==> config.mk <==
export PLATFORM = sky130hd
export DESIGN_NAME = tx_hdr_gen
export DESIGN_NICKNAME = d
export VERILOG_FILES = /design/src/rtl/tx_pkg.sv /design/src/rtl/tx_nib_sel.sv /design/src/rtl/tx_hdr_gen.sv
export SDC_FILE = /design/constraint.sdc
export NUM_CORES = 1
export LEC_CHECK = 0
export CAP_MARGIN = 20
export CORE_ASPECT_RATIO = 0.8
export CORE_UTILIZATION = 40
export DETAILED_ROUTE_END_ITERATION = 8
export DONT_BUFFER_PORTS = 1
export GPL_ROUTABILITY_DRIVEN = 0
export MAX_ROUTING_LAYER = met4
export SETUP_SLACK_MARGIN = 0.05
export SLEW_MARGIN = 40
export SYNTH_ARGS = -nofsm -noshare
export SYNTH_HDL_FRONTEND = slang
export SYNTH_SLANG_ARGS = --single-unit
==> constraint.sdc <==
create_clock -name clk -period 2.5 [get_ports clk]
set_input_delay 0.5 -clock clk [delete_from_list [all_inputs] [get_ports clk]]
set_output_delay 0.5 -clock clk [all_outputs]
set_load 0.01 [all_outputs]
==> src/rtl/tx_pkg.sv <==
// Shared TX header constants, state encoding and per-state nibble counts.
// MAC_ADDR is the NIC's own address, also used by the receive address checker.
package tx_pkg;

  typedef enum logic [2:0] {
    ST_IDLE,
    ST_PRE,
    ST_SFD,
    ST_DA,
    ST_SA,
`ifdef TX_VLAN_EN
    ST_VLAN,
`endif
    ST_TYPE
  } tx_state_t;

  localparam int PRE_LEN  = 15;
  localparam int SFD_LEN  = 1;
  localparam int DA_LEN   = 12;
  localparam int SA_LEN   = 12;
  localparam int VLAN_LEN = 8;
  localparam int TYPE_LEN = 4;

  localparam logic [3:0]  PRE_NIB   = 4'h5;
  localparam logic [3:0]  SFD_NIB   = 4'hD;
  localparam logic [15:0] VLAN_TPID = 16'h8100;
  localparam logic [47:0] MAC_ADDR  = 48'h00_0C_29_4A_35_50;

endpackage

==> src/rtl/tx_nib_sel.sv <==
// Combinational pick of nibble idx from a byte-ordered field, MSB byte first, low nibble first.
// Zero latency; indices past the field width return 0.
module tx_nib_sel #(
  parameter int W = 48
) (
  input  logic [W-1:0] field,
  input  logic [3:0]   idx,
  output logic [3:0]   nib
);

  logic [3:0] nibs [16];

  // Even index -> low half of byte idx/2, odd index -> high half.
  for (genvar k = 0; k < 16; k++) begin : g_nib
    if (k < W / 4) begin : g_on
      assign nibs[k] = field[W - 8*(k/2) - ((k % 2) != 0 ? 1 : 5) -: 4];
    end else begin : g_off
      assign nibs[k] = 4'h0;
    end
  end

  assign nib = nibs[idx];

endmodule

==> src/rtl/tx_hdr_gen.sv <==
// Emits preamble/SFD/DA/SA/[VLAN]/TYPE as MII nibbles; first nibble 1 cycle after start, no backpressure.
// Optional VLAN tag insertion is enabled by defining TX_VLAN_EN.
module tx_hdr_gen import tx_pkg::*; #(
  parameter int          DATA_WITCH   = 4,
  parameter int          DSTADDR_SIZE = 48,
  parameter logic [47:0] MAC_ADDR     = tx_pkg::MAC_ADDR,
  parameter int          PRE_NIBS     = PRE_LEN
) (
  input  logic                    clk,
  input  logic                    rst,
  input  logic                    I_start,
  input  logic [DSTADDR_SIZE-1:0] I_da,
  input  logic [15:0]             I_type,
`ifdef TX_VLAN_EN
  input  logic [15:0]             I_vlan_tci,
`endif
  output logic                    O_busy,
  output logic                    O_tx_en,
  output logic [DATA_WITCH-1:0]   O_txd,
  output logic                    O_hdr_done
);

  tx_state_t              state, nxt_state;
  logic [3:0]             cnt, nxt_cnt;
  logic [DSTADDR_SIZE-1:0] da_q;
  logic [15:0]            type_q;
  logic [3:0]             da_nib, sa_nib, type_nib, nxt_nib;

  function automatic logic [3:0] last_idx(tx_state_t s);
    case (s)
      ST_PRE:  return 4'(PRE_NIBS - 1);
      ST_SFD:  return 4'(SFD_LEN - 1);
      ST_DA:   return 4'(DA_LEN - 1);
      ST_SA:   return 4'(SA_LEN - 1);
`ifdef TX_VLAN_EN
      ST_VLAN: return 4'(VLAN_LEN - 1);
`endif
      default: return 4'(TYPE_LEN - 1);
    endcase
  endfunction

  tx_nib_sel #(.W(DSTADDR_SIZE)) u_da_sel   (.field(da_q),     .idx(nxt_cnt), .nib(da_nib));
  tx_nib_sel #(.W(48))           u_sa_sel   (.field(MAC_ADDR), .idx(nxt_cnt), .nib(sa_nib));
  tx_nib_sel #(.W(16))           u_type_sel (.field(type_q),   .idx(nxt_cnt), .nib(type_nib));

`ifdef TX_VLAN_EN
  logic [15:0] tci_q;
  logic [3:0]  vlan_nib;
  tx_nib_sel #(.W(32)) u_vlan_sel (.field({VLAN_TPID, tci_q}), .idx(nxt_cnt), .nib(vlan_nib));
`endif

  always_comb begin
    nxt_state = state;
    nxt_cnt   = cnt;
    if (state == ST_IDLE) begin
      if (I_start) begin
        nxt_state = ST_PRE;
        nxt_cnt   = 4'd0;
      end
    end else if (cnt == last_idx(state)) begin
      nxt_cnt = 4'd0;
      case (state)
        ST_PRE:  nxt_state = ST_SFD;
        ST_SFD:  nxt_state = ST_DA;
        ST_DA:   nxt_state = ST_SA;
`ifdef TX_VLAN_EN
        ST_SA:   nxt_state = ST_VLAN;
        ST_VLAN: nxt_state = ST_TYPE;
`else
        ST_SA:   nxt_state = ST_TYPE;
`endif
        default: nxt_state = ST_IDLE;
      endcase
    end else begin
      nxt_cnt = cnt + 4'd1;
    end
  end

  // Outputs are registered from the next state so the nibble lines up with tx_en.
  always_comb begin
    nxt_nib = 4'h0;
    case (nxt_state)
      ST_PRE:  nxt_nib = PRE_NIB;
      ST_SFD:  nxt_nib = SFD_NIB;
      ST_DA:   nxt_nib = da_nib;
      ST_SA:   nxt_nib = sa_nib;
`ifdef TX_VLAN_EN
      ST_VLAN: nxt_nib = vlan_nib;
`endif
      ST_TYPE: nxt_nib = type_nib;
      default: nxt_nib = 4'h0;
    endcase
  end

  always_ff @(posedge clk or posedge rst) begin
    if (rst) begin
      state      <= ST_IDLE;
      cnt        <= 4'd0;
      da_q       <= '0;
      type_q     <= '0;
`ifdef TX_VLAN_EN
      tci_q      <= '0;
`endif
      O_busy     <= 1'b0;
      O_tx_en    <= 1'b0;
      O_txd      <= '0;
      O_hdr_done <= 1'b0;
    end else begin
      state <= nxt_state;
      cnt   <= nxt_cnt;
      if (state == ST_IDLE && I_start) begin
        da_q   <= I_da;
        type_q <= I_type;
`ifdef TX_VLAN_EN
        tci_q  <= I_vlan_tci;
`endif
      end
      O_busy     <= (nxt_state != ST_IDLE);
      O_tx_en    <= (nxt_state != ST_IDLE);
      O_txd      <= DATA_WITCH'(nxt_nib);
      O_hdr_done <= (nxt_state == ST_TYPE) && (nxt_cnt == 4'(TYPE_LEN - 1));
    end
  end

endmodule

# Yosys cells after proc, flatten, opt, wreduce, memory -nomap -nowiden
# Memory sizes are Yosys's and may differ from the RTL's.
# Cells that the tools add are included.
word_totals:
  reg_bits: 77
  latch_bits: 0
  mem_bits_rw: 0
  mem_bits_ro: 64
  in_bits: 67
  out_inout_bits: 7
  wordCells: 45
  n_memories: 1
classes:
  add_sub_neg: 1
  n_mul: 0
  div_mod_pow: 0
  order_cmp: 1
  eq_ne: 11
  shift: 0
  mux: 18
  bitwise: 1
  n_reduce_logical: 5
memory_table:
  columns: ["memory", "words", "word_bits", "read_ports", "rd_ports_with_merged_regs", "wr", "line_no", "text"]
  rows:
  - ["(no name shown)", 16, 4, 1, 0, 0, "tx_nib_sel.sv:22", "assign nib = nibs[idx];"]
ops:
  columns: ["op", "count"]
  rows:
  - ["2-to-1 mux 4 bit", 10]
  - ["binary-select mux 4 bit (select 4 bit)", 2]
  - ["case mux 4 bit (5 select lines)", 1]
  - ["== test 3 x 2 -> 1 bit (second input constant)", 4]
  - ["case mux 3 bit (4 select lines)", 1]
  - ["case mux 4 bit (3 select lines)", 1]
  - ["== test 3 bit (second input constant)", 3]
  - ["2-to-1 mux 3 bit", 3]
  - ["== test 3 x 1 -> 1 bit (second input constant)", 2]
  - ["greater-or-equal comparator 5 bit (second input constant)", 1]
  - ["inverter 4 -> 5 bit", 1]
  - ["adder 4 x 1 -> 4 bit (second input constant)", 1]
  - ["== test 4 x 2 -> 1 bit (second input constant)", 1]
  - ["== test 4 bit", 1]
  - ["logical NOT 3 bit", 1]
  - ["nonzero test 3 bit", 1]
  - ["logical AND 1 bit", 2]
  - ["OR reduction 2 bit", 1]

# Depth between registers and ports, before layout
# Gate-level depths: netlist (run 1).
depth:
  depth_word: 12
  depth_mapped: 11
  ltp_nobuf: 9

# Cells and area by module
# Synthesis (run 1) repeated with hierarchy kept, for this count alone.
hier_totals:
  cells_unflattened: 344
  area_unflattened_um2: 4356.7
modules_own_cells:
  columns: ["module", "instances", "cells_per_inst", "area_each_um2", "seq_area_each_um2"]
  rows:
  - ["tx_hdr_gen", 1, 253, 3370.7, 1926.8]
  - ["tx_nib_sel (u_da_sel ...)", 2, 38, 430.4, 0.0]
  - ["tx_nib_sel (u_type_sel)", 1, 15, 125.1, 0.0]

# Worst setup path before layout (run 1)
# Ideal clock, no wire load.
synth_timing:
  path_kind: "register to register"
  start: "register state[2]"
  end: "register O_txd[0]"
  setup_ns: 0.139
  arrival_ns: 2.554
  required_time_ns: 2.361
  path_slack_ns: -0.193
  path_stages_with_launch: 10
  period_less_slack_ns: 2.693
  path_cell_list: "dfrtp_1 -> buf_6 -> nor3b_1 -> or3_4 -> a22o_1 -> buf_6 -> and3_1 -> o32a_4 -> o2111a_1 -> or4_1"
synth_via:
  elab_chain_len: 12
  elab_cells_between_ends: 31
  classes_between: "10 x eq/ne; 17 x mux; 1 x bitwise; 2 x reduce/logical; 1 x memory"
synth_lines:
  columns: ["item", "line_no", "text"]
  rows:
  - ["from (decl)", "tx_hdr_gen.sv:23", "tx_state_t state, nxt_state;"]
  - ["from (signal assigned)", "tx_hdr_gen.sv:109", "state <= nxt_state;"]
  - ["== test 3 bit or == test 3 x 2 -> 1 bit (tied branches)", "tx_hdr_gen.sv:30, tx_hdr_gen.sv:62", null]
  - ["OR reduction 2 bit (no line)", null, null]
  - ["case mux 4 bit (3 select lines)", "tx_hdr_gen.sv:30", "case (s)"]
  - ["2-to-1 mux 4 bit", "tx_hdr_gen.sv:55", "if (state == ST_IDLE) begin"]
  - ["== test 4 bit", "tx_hdr_gen.sv:60", "end else if (cnt == last_idx(state)) begin"]
  - ["2-to-1 mux 4 bit", "tx_hdr_gen.sv:60", null]
  - ["2-to-1 mux 4 bit", "tx_hdr_gen.sv:55", null]
  - ["inverter 4 -> 5 bit (implied by the code)", "tx_nib_sel.sv:22", null]
  - ["memory (16 x 4 bit) or binary-select mux 4 bit (select 4 bit) (tied branches)", null, null]
  - ["2-to-1 mux 4 bit (implied by the code) (2 in a row)", "tx_nib_sel.sv:22", null]
  - ["case mux 4 bit (5 select lines) (*)", "tx_hdr_gen.sv:82", "case (nxt_state)"]
  - ["net nxt_nib[0]", "tx_hdr_gen.sv:27", "logic [3:0] da_nib, sa_nib, type_nib, nxt_nib;"]
  - ["to (signal assigned)", "tx_hdr_gen.sv:120", "O_txd <= DATA_WITCH'(nxt_nib);"]
  - ["to (decl)", "tx_hdr_gen.sv:19", "output logic [DATA_WITCH-1:0] O_txd,"]
# The timed path passes the listed nets; every way through them passes the cells marked *. The select of a mux whose other input is x is not followed.
# A chain may end at the register's enable or synchronous reset.

# Worst setup path in the final report (run 1)
layout_timing:
  start: "register state[1]"
  end: "register O_txd[0]"
# The elaborated chain is that of the path after synthesis.

==> results of run 1 <==
sequential cells by signal, indices dropped and copies added, names as in the netlist:
register,cells
O_hdr_done,1
O_tx_en,1
O_txd,4
cnt,4
da_q,48
state,3
type_q,16
routing by layer:
metal / share of wire / vias up / track usage
li1: - / 1363 / -
met1: 0.48 / 1464 / 0.3043
met2: 0.45 / 92 / 0.3111
met3: 0.058 / 10 / 0.05627
met4: 0.011 / 0 / 0.06909
met5: 0 / - / -
cells by family (layout without fill, tap and decap cells):
| kind of cell | after synthesis | after routing | synth area share |
|---|---|---|---|
| fa+ha+maj | 1 | 1 | 0.003295 |
| xor+xnor | 3 | 3 | 0.006923 |
| compound gates | 73 | 73 | 0.1510 |
| simple gates | 70 | 70 | 0.09426 |
| buf+inv | 26 | 106 | 0.03164 |
| mux | 70 | 70 | 0.2053 |
| flops | 77 | 77 | 0.5076 |
Yosys cell counts, drive strengths merged (5+ instances only):
| library cell | count | area [sq um] |
|---|---|---|
| inv | 8 | 30.03 |
| o21ai | 15 | 78.82 |
| nor3 | 9 | 45.04 |
| o22ai | 7 | 43.79 |
| nor2 | 16 | 67.56 |
| a222oi | 6 | 60.06 |
| nor4 | 7 | 43.79 |
| mux2i | 7 | 70.07 |
| nand2 | 19 | 71.32 |
| buf | 7 | 48.79 |
| a21boi | 5 | 41.29 |
| clkbuf | 11 | 41.29 |
| a21oi | 10 | 50.05 |
| mux2 | 63 | 709.4 |
| dfrtp | 77 | 1927 |
where the power goes:
| group | switching, mW | internal [mW] |
|---|---|---|
| combinational | 1.99 | 2.23 |
| clock | 0.512 | 0.731 |
| sequential | 0.434 | 1.88 |
cell usage in the layout (no fill, tap or decap), types with 3 or more instances in the layout:
cell       count
a21oi_1        8
a222oi_1       6
and3_1         3
buf_4         72
buf_6          8
clkbuf_16      9
dfrtp_1       75
inv_1          5
mux2_2        63
mux2i_1        5
nand2_1       19
nand3_1        3
nor2_1        14
nor3_1         8
nor4_1         6
o2111a_1       3
o21ai_0        4
o21ai_1        7
o21ai_2        4
o22ai_1        6
o41ai_1        3
worst max path at each step:
stage | to | slack (ns) | cells after the start
3_5_place_dp | O_txd[0] | -0.27 | 9
6_report | O_txd[0] | -0.23 | 9
5_1_grt | O_txd[0] | -0.32 | 8
3_3_place_gp | O_txd[0] | -0.22 | 8
4_1_cts | O_txd[0] | -0.20 | 9
2_1_floorplan | O_txd[0] | -0.16 | 9
cell type report:
type	count	area, sq um	area share
Sequential cell	77	1929	0.3896
Multi-Input combinational cell	217	1888	0.3813
Timing Repair Buffer	82	670.6	0.1354
Clock buffer	12	256.5	0.05179
Tap cell	115	143.9	0.02906
Inverter	8	33.78	0.006822
Clock inverter	4	30.03	0.006064
stage by stage:
stage          power, mW  hold slack [ns]
2_1_floorplan      4.463           0.4796
3_3_place_gp       5.997           0.4289
3_5_place_dp       6.062           0.4316
4_1_cts            7.454          0.05937
5_1_grt            8.259          0.09318
6_report           7.779          0.05692
repair_timing:
action	in CTS	in global routing
pin swaps	8	22
gates resized for setup	7	33
buffers inserted	6	9
endpoints found under the setup margin	6	6
==> run metrics, run 1 <==
die area=0.009886 sq mm; critical path class=reg2reg; Slowest Stage Delay on Critical Path=0.46 ns; RSZ-0062 raised after global routing=true; Total Nets Final=between 400 and 500; setup violators final=5; initial DRC count=slightly above 200; peak supply drop=715.9 uV; post-DP HPWL=roughly 7300 microns; Rows=31; initial antenna violation count=0; total grt overflow=0; Seq/Total Area, Yosys=0.5076; final core occ=0.5433; worst setup margin=-0.2312 ns; Max Clock Skew=around 0.0098 ns; total CTS buffers=9; area post-placement=about 0.0044 sq mm; Layout area overhead=30.45%; Die Y-Extent=89.14 microns; Net Count, Synth=around 390; yosys warns=0; Max Buffers Root-to-Sink=2; DRT Pass-1 Iters=5; Critical Path AT=2.95 ns; Startpoint Class=flip-flop; Slew @ Worst Pin=roughly 0.51 ns; Hold Crit Class=in2async; CTS clk-pin slew, worst paths=roughly 0.060 ns; width of the die=110.9 microns; Synth Flop Type=dfrtp_1; Final Instance Area=between 0.004 and 0.005 sq mm; fin cells=515; kind of cell adding the most delay to the critical path=compound AO/OA/AOI/OAI gates; Cell variety after synth=55; drt wl/cell=between 15 and 20 microns; crit path cell chain=xor2_1, a211o_1, a22o_1, buf_4, a21o_1, o22ai_1, nor3_1, o2111a_1, or4_1; Final Hold Fails=0; Clock Root Buffer=clkbuf_16; f_max=0.3661 GHz; via-per-instance ratio=between 5 and 6; power per cell area=approximately 1600 mW/mm^2; crit path buf inv count=1; failing checks=setup timing; Cells after Synth=320; TritonCTS Sinks=a little under 80; TritonCTS clock tree=yes; crit path time final=approximately 2.7 ns; DP Worst Slack=-0.2704 ns; layout cell share with drive strength beyond 1=0.4875; Max-slew headroom=0.6586; # diodes=0; number of fillers in the final layout=around 780; first-pass GRT wire length=15530 microns; worst r2r dst=O_txd[0]; CP max-delay cell=dfrtp_2; initial core utilization=0.4165; setup TNS=-0.9895 ns; Reg-to-Reg Start=state[1]; Leak=about 2.1 nW; I/O pin count=74; Worst Setup SP=state[1]; Mapped Area=0.003796 sq mm; Async SR Flop Fraction=1.000; hold buffers post-CTS=0; via count=around 3000; Final Max Slew Viols=0; status=finished, violations left; # H-tree levels=3; Avg Synthesized Cell Area=between 10 and 15 sq um; IO buf count=0; largest net degree at the start of global routing=38; crit share post-route=1.092; Setup crit end kind=flip-flop; core box area=around 0.009 sq mm; DRC violations left=0; worst-path maximum fanout=7; Placed Instances=485; Max Cap Violations=0; clk_lat worst skew=between 0.3 and 0.4 ns; reg2reg path depth=9; Detailed Route WL=9959 microns; Final ANT Viol Nets=0; vias in the first global route=approximately 2900; flip-flop and latch count after synthesis=77; Worst Path Required=2.72 ns; Total GRT Usage=0.2184; R2R Setup Slk=-0.23 ns; number of synthesized flops with an enable pin=0
(Power assumes the default switching activity.)
==> run 2, diff against run 1 <==
--- a/config.mk
+++ b/config.mk
@@ -7,11 +7,13 @@
 export LEC_CHECK = 0
 export CAP_MARGIN = 20
 export CORE_ASPECT_RATIO = 0.8
+export CORE_MARGIN = 5
 export CORE_UTILIZATION = 40
 export DETAILED_ROUTE_END_ITERATION = 8
 export DONT_BUFFER_PORTS = 1
 export GPL_ROUTABILITY_DRIVEN = 0
 export MAX_ROUTING_LAYER = met4
+export RECOVER_POWER = 100
 export SETUP_SLACK_MARGIN = 0.05
 export SLEW_MARGIN = 40
 export SYNTH_ARGS = -nofsm -noshare
==> run metrics, run 2 (same netlist as run 1, synthesis figures left out) <==
status=finished, violations left; failing checks=setup timing; Clock Root Buffer=clkbuf_16; Critical Path AT=2.95 ns; Reg with most FFs=da_q; Detailed Route WL=~11000 microns; initial core utilization=0.4147; Final Max Slew Viols=0; die area=0.01155 sq mm; drt wl/cell=just over 20 microns; CP max-delay cell=dfrtp_2; Pint=between 4 and 5 mW; Slew @ Worst Pin=between 1 and 1.5 ns; Sw Pwr=2.923 mW; Max-slew headroom=0.3241; DRC violations left=0; layout cell share with drive strength beyond 1=0.4750; M1 GR Usage=0.2582; setup violators final=5; critical path class=reg2reg; Max Cap Violations=0; initial DRC count=roughly 330; Rows=31; layer with the highest usage=met2; initial antenna violation count=0; Largest register FFs=48; via-per-instance ratio=between 5 and 6; Hold Crit Class=in2async; f_max=around 0.36 GHz; Final Power=between 7 and 8 mW; total grt overflow=0; Leak=about 2.1 nW; met3 usage in global routing=0.06577; worst hold margin=0.1134 ns; Max Buffers Root-to-Sink=2; TritonCTS Sinks=77; first-pass GRT wire length=16980 microns; power per cell area=between 1500 and 2000 mW/mm^2; Slowest Stage Delay on Critical Path=~0.45 ns; worst setup margin=-0.2436 ns; met2 Use GR=0.2803; vias in the first global route=approximately 3200; DRT Pass-1 Iters=7; peak supply drop=roughly 680 uV; via count=about 3000; most frequent cell on the critical path=buf_4; crit path cell chain=buf_4, nor4_4, buf_4, buf_4, nand3_1, o31a_1, buf_4, o22ai_1, nor3_1, o2111a_1, or4_1; Total GRT Usage=0.1935; sequential fraction of design power=0.300; Setup crit end kind=flip-flop; width of the die=roughly 120 microns; Clock Power Share=0.160; crit share post-route=1.097; Final ANT Viol Nets=0; largest net degree at the start of global routing=37; IO buf count=0; Regs by FF count=da_q: 48 flops, type_q: 16 flops; Sw Share=0.3803; Final Hold Fails=0; RSZ-0062 raised after global routing=true; clk_lat worst skew=roughly 0.33 ns; total CTS buffers=9; Total Nets Final=~460; Max Clock Skew=0.004746 ns; crit path time final=2.744 ns; # diodes=0; Worst Path Required=roughly 2.7 ns; I/O pin count=74; Gate power share=0.540; worst-path maximum fanout=9; # H-tree levels=3; Layout area overhead=28.21%; DP Worst Slack=-0.3538 ns; CTS clk-pin slew, worst paths=about 0.06 ns; core box area=around 0.009 sq mm; TritonCTS clock tree=yes; Die Y-Extent=between 90 and 100 microns; Startpoint Class=flip-flop; post-DP HPWL=7944 microns; most frequent cells in the layout=75 x dfrtp_1, 75 x buf_4, 63 x mux2_2
==> run 2: through the flow <==
step / instances / setup TNS [ns] / area [sq um] / utilization
detailed placement: 489 / -1.350 / 4441 / 0.4851
global placement: 489 / -1.065 / 4441 / 0.4851
floorplan: 320 / -0.4725 / 3837 / -
global route: 515 / -1.472 / 4867 / 0.5317
CTS: 508 / -0.7472 / 4773 / 0.5215
finish: 515 / -0.8533 / 4867 / 0.5317
==> run 2: area by class of cell <==
cell class / instances / area (sq um)
tap: 115 / 143.9
clock inverter: 4 / 30.03
clock buffer: 12 / 256.5
inverter: 8 / 31.28
timing repair buffer: 82 / 608.1
sequential: 77 / 1929
multi-input combinational: 217 / 1868
fill: 809 / 4287
==> run 2: worst max-delay path: cells and delay by family (launching register included) <==
| family | cells | cell delay, ns |
|---|---|---|
| buffers and inverters | 4 | 0.65 |
| and+or+nand+nor | 4 | 0.90 |
| DFF | 1 | 0.45 |
| AOI/OAI and AO/OA | 3 | 0.62 |
==> run 2: what timing repair did <==
item	in CTS	in global routing
resized for setup	9	19
gates cloned	0	1
endpoints found under the setup margin	6	6
hold buffers	0	0
buffers inserted	3	5
pin swaps	6	5
==> run 2: worst paths after layout <==
path                                    to        from  cells after the start  slack [ns]
worst max-delay path              O_txd[0]    state[0]                     11       -0.24
worst min-delay path              da_q[46]         rst                      1        0.11
worst max register to register    O_txd[0]    state[0]                     11       -0.24
worst min register to register  type_q[14]  type_q[14]                      1        0.51
max in group asynchronous         O_txd[1]         rst                      3        0.77
min in group clk                  da_q[47]    I_da[47]                      2        0.28
==> run 2: power groups by stage <==
stage          combinational (mW)  clock [mW]  sequential, mW
6_report                     4.15        1.23            2.30
3_3_place_gp                 3.75           0            2.31
5_1_grt                      4.49        1.33            2.39
4_1_cts                      3.92        1.26            2.31
2_1_floorplan                2.30           0            2.16
3_5_place_dp                 3.81           0            2.32
==> run 2: layer usage <==
metal  vias up  share of wire
met1      1480           0.45
met2       137           0.45
li1       1368              -
met4         0          0.018
met3        16          0.084
met5         -              0
